**src/rtl/control_sequencer_pkg.sv**
```systemverilog
// Shared nic8 sequencer definitions: src/dst codes, HALT opcode, FSM state
// encodings and the control-word layout shared with the register file.
package control_sequencer_pkg;

  localparam logic [2:0] SRC_ALU = 3'd0;
  localparam logic [2:0] SRC_A   = 3'd1;
  localparam logic [2:0] SRC_X   = 3'd2;
  localparam logic [2:0] SRC_ROM = 3'd3;
  localparam logic [2:0] SRC_RAM = 3'd4;

  localparam logic [2:0] DST_A   = 3'd0;
  localparam logic [2:0] DST_B   = 3'd1;
  localparam logic [2:0] DST_X   = 3'd2;
  localparam logic [2:0] DST_Q   = 3'd3;
  localparam logic [2:0] DST_PC  = 3'd4;
  localparam logic [2:0] DST_RAM = 3'd5;
  localparam logic [2:0] DST_JZ  = 3'd6;
  localparam logic [2:0] DST_JC  = 3'd7;

  localparam logic [7:0] OP_HALT = 8'hFF;

  localparam logic [1:0] ST_FETCH = 2'd0;
  localparam logic [1:0] ST_EXEC  = 2'd1;
  localparam logic [1:0] ST_HALT  = 2'd2;

  // Field order mirrors the register file's control-word unpacking.
  typedef struct packed {
    logic load_ir;
    logic load_a;
    logic load_b;
    logic load_x;
    logic load_q;
    logic load_pc;
    logic load_mem;
    logic inc_pc;
    logic assert_bar_a;
    logic assert_bar_x;
    logic assert_bar_rom;
    logic assert_bar_alu;
    logic assert_bar_ram;
  } ctrl_t;

  localparam ctrl_t CTRL_IDLE = 13'b0000000_0_11111;

  function automatic logic is_halt(input logic [7:0] ir);
    return ir == OP_HALT;
  endfunction

endpackage

```
**src/rtl/control_sequencer_if.sv**
```systemverilog
// Control bus between the sequencer (master) and the datapath/register file (slave).
interface control_sequencer_if #(parameter int COUNT_W = 16);
  logic               run;
  logic [7:0]         dbus;
  logic               zero_flag;
  logic               carry_flag;
  logic               load_ir;
  logic               load_a;
  logic               load_b;
  logic               load_x;
  logic               load_q;
  logic               load_pc;
  logic               load_mem;
  logic               inc_pc;
  logic               assert_bar_a;
  logic               assert_bar_x;
  logic               assert_bar_rom;
  logic               assert_bar_alu;
  logic               assert_bar_ram;
  logic [1:0]         alu_op;
  logic               halted;
  logic [7:0]         ir;
  logic [COUNT_W-1:0] instr_count;

  modport master (
    input  run, dbus, zero_flag, carry_flag,
    output load_ir, load_a, load_b, load_x, load_q, load_pc, load_mem, inc_pc,
           assert_bar_a, assert_bar_x, assert_bar_rom, assert_bar_alu, assert_bar_ram,
           alu_op, halted, ir, instr_count
  );

  modport slave (
    output run, dbus, zero_flag, carry_flag,
    input  load_ir, load_a, load_b, load_x, load_q, load_pc, load_mem, inc_pc,
           assert_bar_a, assert_bar_x, assert_bar_rom, assert_bar_alu, assert_bar_ram,
           alu_op, halted, ir, instr_count
  );
endinterface

```
**src/rtl/control_sequencer_seq_decode.sv**
```systemverilog
// Combinational decode of {state, ir, flags, run} into load strobes and
// active-low bus enables; only one src case can fire, so one driver at most.
module control_sequencer_seq_decode
  import control_sequencer_pkg::*;
(
  input  logic [1:0] i_state,
  input  logic [7:0] i_ir,
  input  logic       i_zero,
  input  logic       i_carry,
  input  logic       i_run,
  output ctrl_t      o_ctrl
);

  logic [2:0] w_src;
  logic [2:0] w_dst;

  assign w_src = i_ir[7:5];
  assign w_dst = i_ir[4:2];

  always_comb begin
    o_ctrl = CTRL_IDLE;
    if (i_run) begin
      case (i_state)
        ST_FETCH: begin
          o_ctrl.assert_bar_rom = 1'b0;
          o_ctrl.load_ir        = 1'b1;
          o_ctrl.inc_pc         = 1'b1;
        end
        ST_EXEC: begin
          // src 5..7 (HALT included) is a NOP: no driver and no destination load
          if (!is_halt(i_ir) && w_src <= SRC_RAM) begin
            case (w_src)
              SRC_ALU: o_ctrl.assert_bar_alu = 1'b0;
              SRC_A:   o_ctrl.assert_bar_a   = 1'b0;
              SRC_X:   o_ctrl.assert_bar_x   = 1'b0;
              SRC_ROM: begin
                o_ctrl.assert_bar_rom = 1'b0;
                o_ctrl.inc_pc         = 1'b1;
              end
              default: o_ctrl.assert_bar_ram = 1'b0;
            endcase
            case (w_dst)
              DST_A:   o_ctrl.load_a   = 1'b1;
              DST_B:   o_ctrl.load_b   = 1'b1;
              DST_X:   o_ctrl.load_x   = 1'b1;
              DST_Q:   o_ctrl.load_q   = 1'b1;
              DST_PC:  o_ctrl.load_pc  = 1'b1;
              DST_RAM: o_ctrl.load_mem = 1'b1;
              DST_JZ:  o_ctrl.load_pc  = i_zero;
              default: o_ctrl.load_pc  = i_carry;
            endcase
          end
        end
        default: ;
      endcase
    end
  end

endmodule

```
**src/rtl/control_sequencer.sv**
```systemverilog
// Fetch/execute sequencer: holds the FSM, instruction register and retired
// count; strobes come from registered state/ir only, never from dbus directly.
module control_sequencer
  import control_sequencer_pkg::*;
#(
  parameter int COUNT_W = 16
) (
  input  logic                 clk,
  input  logic                 reset,
  control_sequencer_if.master  bus
);

  logic [1:0]         r_state;
  logic [7:0]         r_ir;
  logic [COUNT_W-1:0] r_count;
  ctrl_t              w_ctrl;

  always_ff @(posedge clk) begin
    if (reset) begin
      r_state <= ST_FETCH;
      r_ir    <= 8'h00;
      r_count <= '0;
    end else if (bus.run) begin
      case (r_state)
        ST_FETCH: begin
          r_ir    <= bus.dbus;
          r_state <= ST_EXEC;
        end
        ST_EXEC: begin
          if (is_halt(r_ir)) begin
            r_state <= ST_HALT;
          end else begin
            r_state <= ST_FETCH;
            r_count <= r_count + COUNT_W'(1);
          end
        end
        default: r_state <= ST_HALT;
      endcase
    end
  end

  control_sequencer_seq_decode u_decode (
    .i_state (r_state),
    .i_ir    (r_ir),
    .i_zero  (bus.zero_flag),
    .i_carry (bus.carry_flag),
    .i_run   (bus.run),
    .o_ctrl  (w_ctrl)
  );

  assign bus.load_ir        = w_ctrl.load_ir;
  assign bus.load_a         = w_ctrl.load_a;
  assign bus.load_b         = w_ctrl.load_b;
  assign bus.load_x         = w_ctrl.load_x;
  assign bus.load_q         = w_ctrl.load_q;
  assign bus.load_pc        = w_ctrl.load_pc;
  assign bus.load_mem       = w_ctrl.load_mem;
  assign bus.inc_pc         = w_ctrl.inc_pc;
  assign bus.assert_bar_a   = w_ctrl.assert_bar_a;
  assign bus.assert_bar_x   = w_ctrl.assert_bar_x;
  assign bus.assert_bar_rom = w_ctrl.assert_bar_rom;
  assign bus.assert_bar_alu = w_ctrl.assert_bar_alu;
  assign bus.assert_bar_ram = w_ctrl.assert_bar_ram;
  assign bus.alu_op         = r_ir[1:0];
  assign bus.halted         = (r_state == ST_HALT);
  assign bus.ir             = r_ir;
  assign bus.instr_count    = r_count;

endmodule
```
**src/flat_wrapper.sv**
```systemverilog
// flat-port wrapper written by rule: the top's interface ports become plain ports
module control_sequencer_flat import control_sequencer_pkg::*;
#(
  parameter int COUNT_W = 16
)
  (clk, reset, bus_run, bus_dbus, bus_zero_flag, bus_carry_flag, bus_load_ir, bus_load_a, bus_load_b, bus_load_x, bus_load_q, bus_load_pc, bus_load_mem, bus_inc_pc, bus_assert_bar_a, bus_assert_bar_x, bus_assert_bar_rom, bus_assert_bar_alu, bus_assert_bar_ram, bus_alu_op, bus_halted, bus_ir, bus_instr_count);
  control_sequencer_if #(.COUNT_W(COUNT_W)) bus_i ();
  input  logic clk;
  input  logic reset;
  input wire logic [$bits(bus_i.run)-1:0] bus_run;
  input wire logic [$bits(bus_i.dbus)-1:0] bus_dbus;
  input wire logic [$bits(bus_i.zero_flag)-1:0] bus_zero_flag;
  input wire logic [$bits(bus_i.carry_flag)-1:0] bus_carry_flag;
  output wire logic [$bits(bus_i.load_ir)-1:0] bus_load_ir;
  output wire logic [$bits(bus_i.load_a)-1:0] bus_load_a;
  output wire logic [$bits(bus_i.load_b)-1:0] bus_load_b;
  output wire logic [$bits(bus_i.load_x)-1:0] bus_load_x;
  output wire logic [$bits(bus_i.load_q)-1:0] bus_load_q;
  output wire logic [$bits(bus_i.load_pc)-1:0] bus_load_pc;
  output wire logic [$bits(bus_i.load_mem)-1:0] bus_load_mem;
  output wire logic [$bits(bus_i.inc_pc)-1:0] bus_inc_pc;
  output wire logic [$bits(bus_i.assert_bar_a)-1:0] bus_assert_bar_a;
  output wire logic [$bits(bus_i.assert_bar_x)-1:0] bus_assert_bar_x;
  output wire logic [$bits(bus_i.assert_bar_rom)-1:0] bus_assert_bar_rom;
  output wire logic [$bits(bus_i.assert_bar_alu)-1:0] bus_assert_bar_alu;
  output wire logic [$bits(bus_i.assert_bar_ram)-1:0] bus_assert_bar_ram;
  output wire logic [$bits(bus_i.alu_op)-1:0] bus_alu_op;
  output wire logic [$bits(bus_i.halted)-1:0] bus_halted;
  output wire logic [$bits(bus_i.ir)-1:0] bus_ir;
  output wire logic [$bits(bus_i.instr_count)-1:0] bus_instr_count;
  assign bus_i.run = bus_run;
  assign bus_i.dbus = bus_dbus;
  assign bus_i.zero_flag = bus_zero_flag;
  assign bus_i.carry_flag = bus_carry_flag;
  assign bus_load_ir = bus_i.load_ir;
  assign bus_load_a = bus_i.load_a;
  assign bus_load_b = bus_i.load_b;
  assign bus_load_x = bus_i.load_x;
  assign bus_load_q = bus_i.load_q;
  assign bus_load_pc = bus_i.load_pc;
  assign bus_load_mem = bus_i.load_mem;
  assign bus_inc_pc = bus_i.inc_pc;
  assign bus_assert_bar_a = bus_i.assert_bar_a;
  assign bus_assert_bar_x = bus_i.assert_bar_x;
  assign bus_assert_bar_rom = bus_i.assert_bar_rom;
  assign bus_assert_bar_alu = bus_i.assert_bar_alu;
  assign bus_assert_bar_ram = bus_i.assert_bar_ram;
  assign bus_alu_op = bus_i.alu_op;
  assign bus_halted = bus_i.halted;
  assign bus_ir = bus_i.ir;
  assign bus_instr_count = bus_i.instr_count;
  control_sequencer #(.COUNT_W(COUNT_W)) u_core (.clk(clk), .reset(reset), .bus(bus_i));
endmodule
```
**config.mk**
```make
export PLATFORM = sky130hd
export DESIGN_NAME = control_sequencer_flat
export DESIGN_NICKNAME = d
export VERILOG_FILES = /design/src/rtl/control_sequencer_pkg.sv /design/src/rtl/control_sequencer_if.sv /design/src/rtl/control_sequencer_seq_decode.sv /design/src/rtl/control_sequencer.sv /design/src/flat_wrapper.sv
export SDC_FILE = /design/constraint.sdc
export NUM_CORES = 1
export LEC_CHECK = 0
export ABC_AREA = 0
export CAP_MARGIN = 20
export CELL_PAD_IN_SITES_DETAIL_PLACEMENT = 1
export CELL_PAD_IN_SITES_GLOBAL_PLACEMENT = 2
export CORE_ASPECT_RATIO = 1.25
export CORE_MARGIN = 1
export CORE_UTILIZATION = 26
export DETAILED_ROUTE_END_ITERATION = 7
export GPL_TIMING_DRIVEN = 0
export HOLD_SLACK_MARGIN = 0.08
export PLACE_DENSITY = 0.95
export SYNTH_ARGS = -nofsm -noshare
export SYNTH_HDL_FRONTEND = slang
export SYNTH_SLANG_ARGS = --single-unit
```
**constraint.sdc**
```tcl
create_clock -name clk -period 3.4 [get_ports clk]
set_input_delay 0.68 -clock clk [delete_from_list [all_inputs] [get_ports clk]]
set_output_delay 0.68 -clock clk [all_outputs]
set_load 0.05 [all_outputs]
```
==> out/qor.yml <==
h-tree-depth: 1
avgSynthCellArea_um2: 8.676
die_y_um: 81.63
cp-start-kind: "input port"
dr.pass1.iters: 4
seq_area_frac_synth_pct: 39.47
status: "complete, no violations"
routedWlPerCell_um: 13.71
antenna_found_initial: 0
drv_cap: 0
hp-class: "flop to flop"
grt_max_degree: 14
postCtsSetupRepairBufs: 0
critPathRequiredTime_ns: 2.72
grt_pass1_wl_um: 5671
clk_path_buf_depth: 2
synth_top_area_share_pct: 39.47
arrival_ns: 2.52
cts_hold_buf: 0
hold_ws_ns: 0.5051
io_pins: 53
drc: 0
clk_latency_ns: 0.26
core_mm2: 0.004800
synth_top_area_cell: "dfxtp_1"
grt_usage_pct: 13.61
area_delta_synth_final_pct: 48.10
seq_power_share_pct: 51.6
setup_viol: 0
synth_cell_types: 37
synth_area_mm2: 0.001319
hold_violations: 0
initial_core_util_pct: 27.48
dpl.hpwl_um: 2777
worst_slew_pin_slew_ns: 0.5877
syn_nets: 166
power_uw: 624.8
timing.reg2reg.setup_slack_ns: 1.63
yosys_warnings: 0
cts_tree: "yes"
synth_edf_count: 0
ir_drop_uv: 118.0
r2r-start: "u_core.bus.ir[7]"
grt_pass1_vias: 1239
worstHoldStart: "u_core.bus.instr_count[14]"
synth_ff_type: "dfxtp_1"
wl_um: 3648
max-slew-margin-rel_pct: 60.77
p_comb_share_pct: 20.6
crit_path_end_kind: "output pin"
p_int_uw: 441.1
overflow: 0
die_w_um: 65.70
holdPathEnd: "u_core.bus.instr_count[14]"
rows: 28
synth.area.top_cells: "dfxtp_1 (39%), mux2i_1 (6.8%), nor2_1 (5.7%)"
maxSlewViolCount: 0
fmax_ghz: 0.3122
finalNetCount: 222
die_area_mm2: 0.005363
holdPathStages: 2
r2r_end: "u_core.bus.instr_count[1]"
power.density_mw_per_mm2: 319.9
finClkSkew_ns: 0.003198
path_class: "input port to output pin"
crit_fanout: 7
switchingPower_uw: 183.7
clk_pin_slew_ns: 0.09
p_leak_uw: 0.0007579
port_buffers: 51
rr_worst_depth: 4
swShare_pct: 29.40
viasPerCell: 4.898
layout-drive-gt1-share_pct: 7.767
async_flop_share_pct: 0
drtAntennaViolNets: 0
drtIter0Drc: 18
period_minus_slack_ns: 3.203
finalSetupTns_ns: 0
p_clk_share_pct: 27.7
vias: 1303
routabilityCongestion: 0.7082
netlist_instances: 152
cts_buffers: 3
clock-root-buffer: "clkbuf_8"
cts_sinks: 26
antenna_cells: 0
ys_ff_latch: 26
rsz0062_at_grt: "false"
fin_crit_sh_pct: 94.22
==> worst max path at each step <==
stage | startpoint | end | slack (ns) | depth (start not counted)
after CTS | bus_run | bus_load_ir | 0.01 | 4
after floorplan | bus_run | bus_load_x | 0.44 | 4
final | bus_run | bus_load_pc | 0.20 | 6
after global placement | bus_run | bus_load_pc | -0.11 | 6
after detailed placement | bus_run | bus_load_pc | -0.09 | 6
after global routing | bus_run | bus_load_pc | 0.11 | 6
==> power groups by stage <==
stage | clock network, µW | registers (µW) | logic (µW)
2_1_floorplan | 0 | 352 | 59.6
3_3_place_gp | 0 | 330 | 129
6_report | 173 | 323 | 129
4_1_cts | 179 | 323 | 130
5_1_grt | 195 | 325 | 136
3_5_place_dp | 0 | 330 | 130
==> cells in the final DEF (no fill, tap or decap), types with 5 or more instances in the layout <==
cell	instances
clkdlybuf4s50_1	45
dfxtp_1	26
nor2_1	20
a21oi_1	13
mux2i_1	9
o21ai_0	8
nand2_1	8
o31ai_1	6
or4_1	6
inv_1	5
or3_1	5
==> logic make-up after synthesis <==
family                   share of synthesized area, %
AO/OA/AOI/OAI                                   15.94
multiplexers                                    6.831
AND/OR/NAND/NOR                                 28.18
flip-flops                                      39.47
adder cells (fa/ha/maj)                        0.9486
buffers and inverters                           5.977
XOR/XNOR                                        2.657
==> sequential cells by signal, indices dropped and copies added, names as in the netlist <==
signal / cells
u_core.bus.ir: 8
u_core.r_state: 2
u_core.bus.instr_count: 16
==> synthesized netlist by cell type, types with 2 or more instances <==
cell type / count
inv_1: 5
or3_1: 5
nand3b_1: 4
nand3_1: 4
a21oi_1: 13
nor2_1: 20
o2111ai_1: 2
buf_4: 3
nand2_1: 8
dfxtp_1: 26
nand4_1: 2
buf_2: 2
o21ai_0: 8
xor2_1: 3
clkbuf_1: 2
nand2b_1: 3
o31ai_1: 6
or4_1: 6
nor3_1: 4
mux2i_1: 9
==> layer usage <==
metal  share of wire, %  global-route usage [%]  wire, µm
met1                 44                   16.64      1618
met2                 50                   24.59      1832
met3                4.9                   1.667       179
met4               0.47                   3.913        17
met5                  0                       0         0
==> area by class of cell <==
type	instances	area, µm²
fillers	559	2846
multi-input cells	111	719.4
flip-flops and latches	26	520.5
repair buffers	51	518.0
well taps	60	75.07
plain buffers	10	60.06
clock buffers	3	41.29
inverters	5	18.77
==> stage by stage <==
step / cells / setup slack, ns / util (%) / cell area [µm²]
3_3_place_gp: 263 / -0.1125 / 39.68 / 1904
6_report: 266 / 0.1966 / 40.69 / 1953
4_1_cts: 266 / 0.01183 / 40.48 / 1943
2_1_floorplan: 152 / 0.4409 / - / 1319
3_5_place_dp: 263 / -0.08879 / 39.68 / 1904
5_1_grt: 266 / 0.1094 / 40.69 / 1953
==> timing repair <==
action | in CTS | in global routing
resized for setup | 2 | 4
endpoints found under the setup margin | 2 | 4
cloned | 0 | 0
==> critical path: stages <==
cell	delay (ns)
clkdlybuf4s50_1	0.52
and3b_1	0.17
buf_4	0.16
o21ai_0	0.22
nor3_1	0.22
dlygate4sd2_1	0.55
No activity file was read; power rests on OpenSTA's default activity.
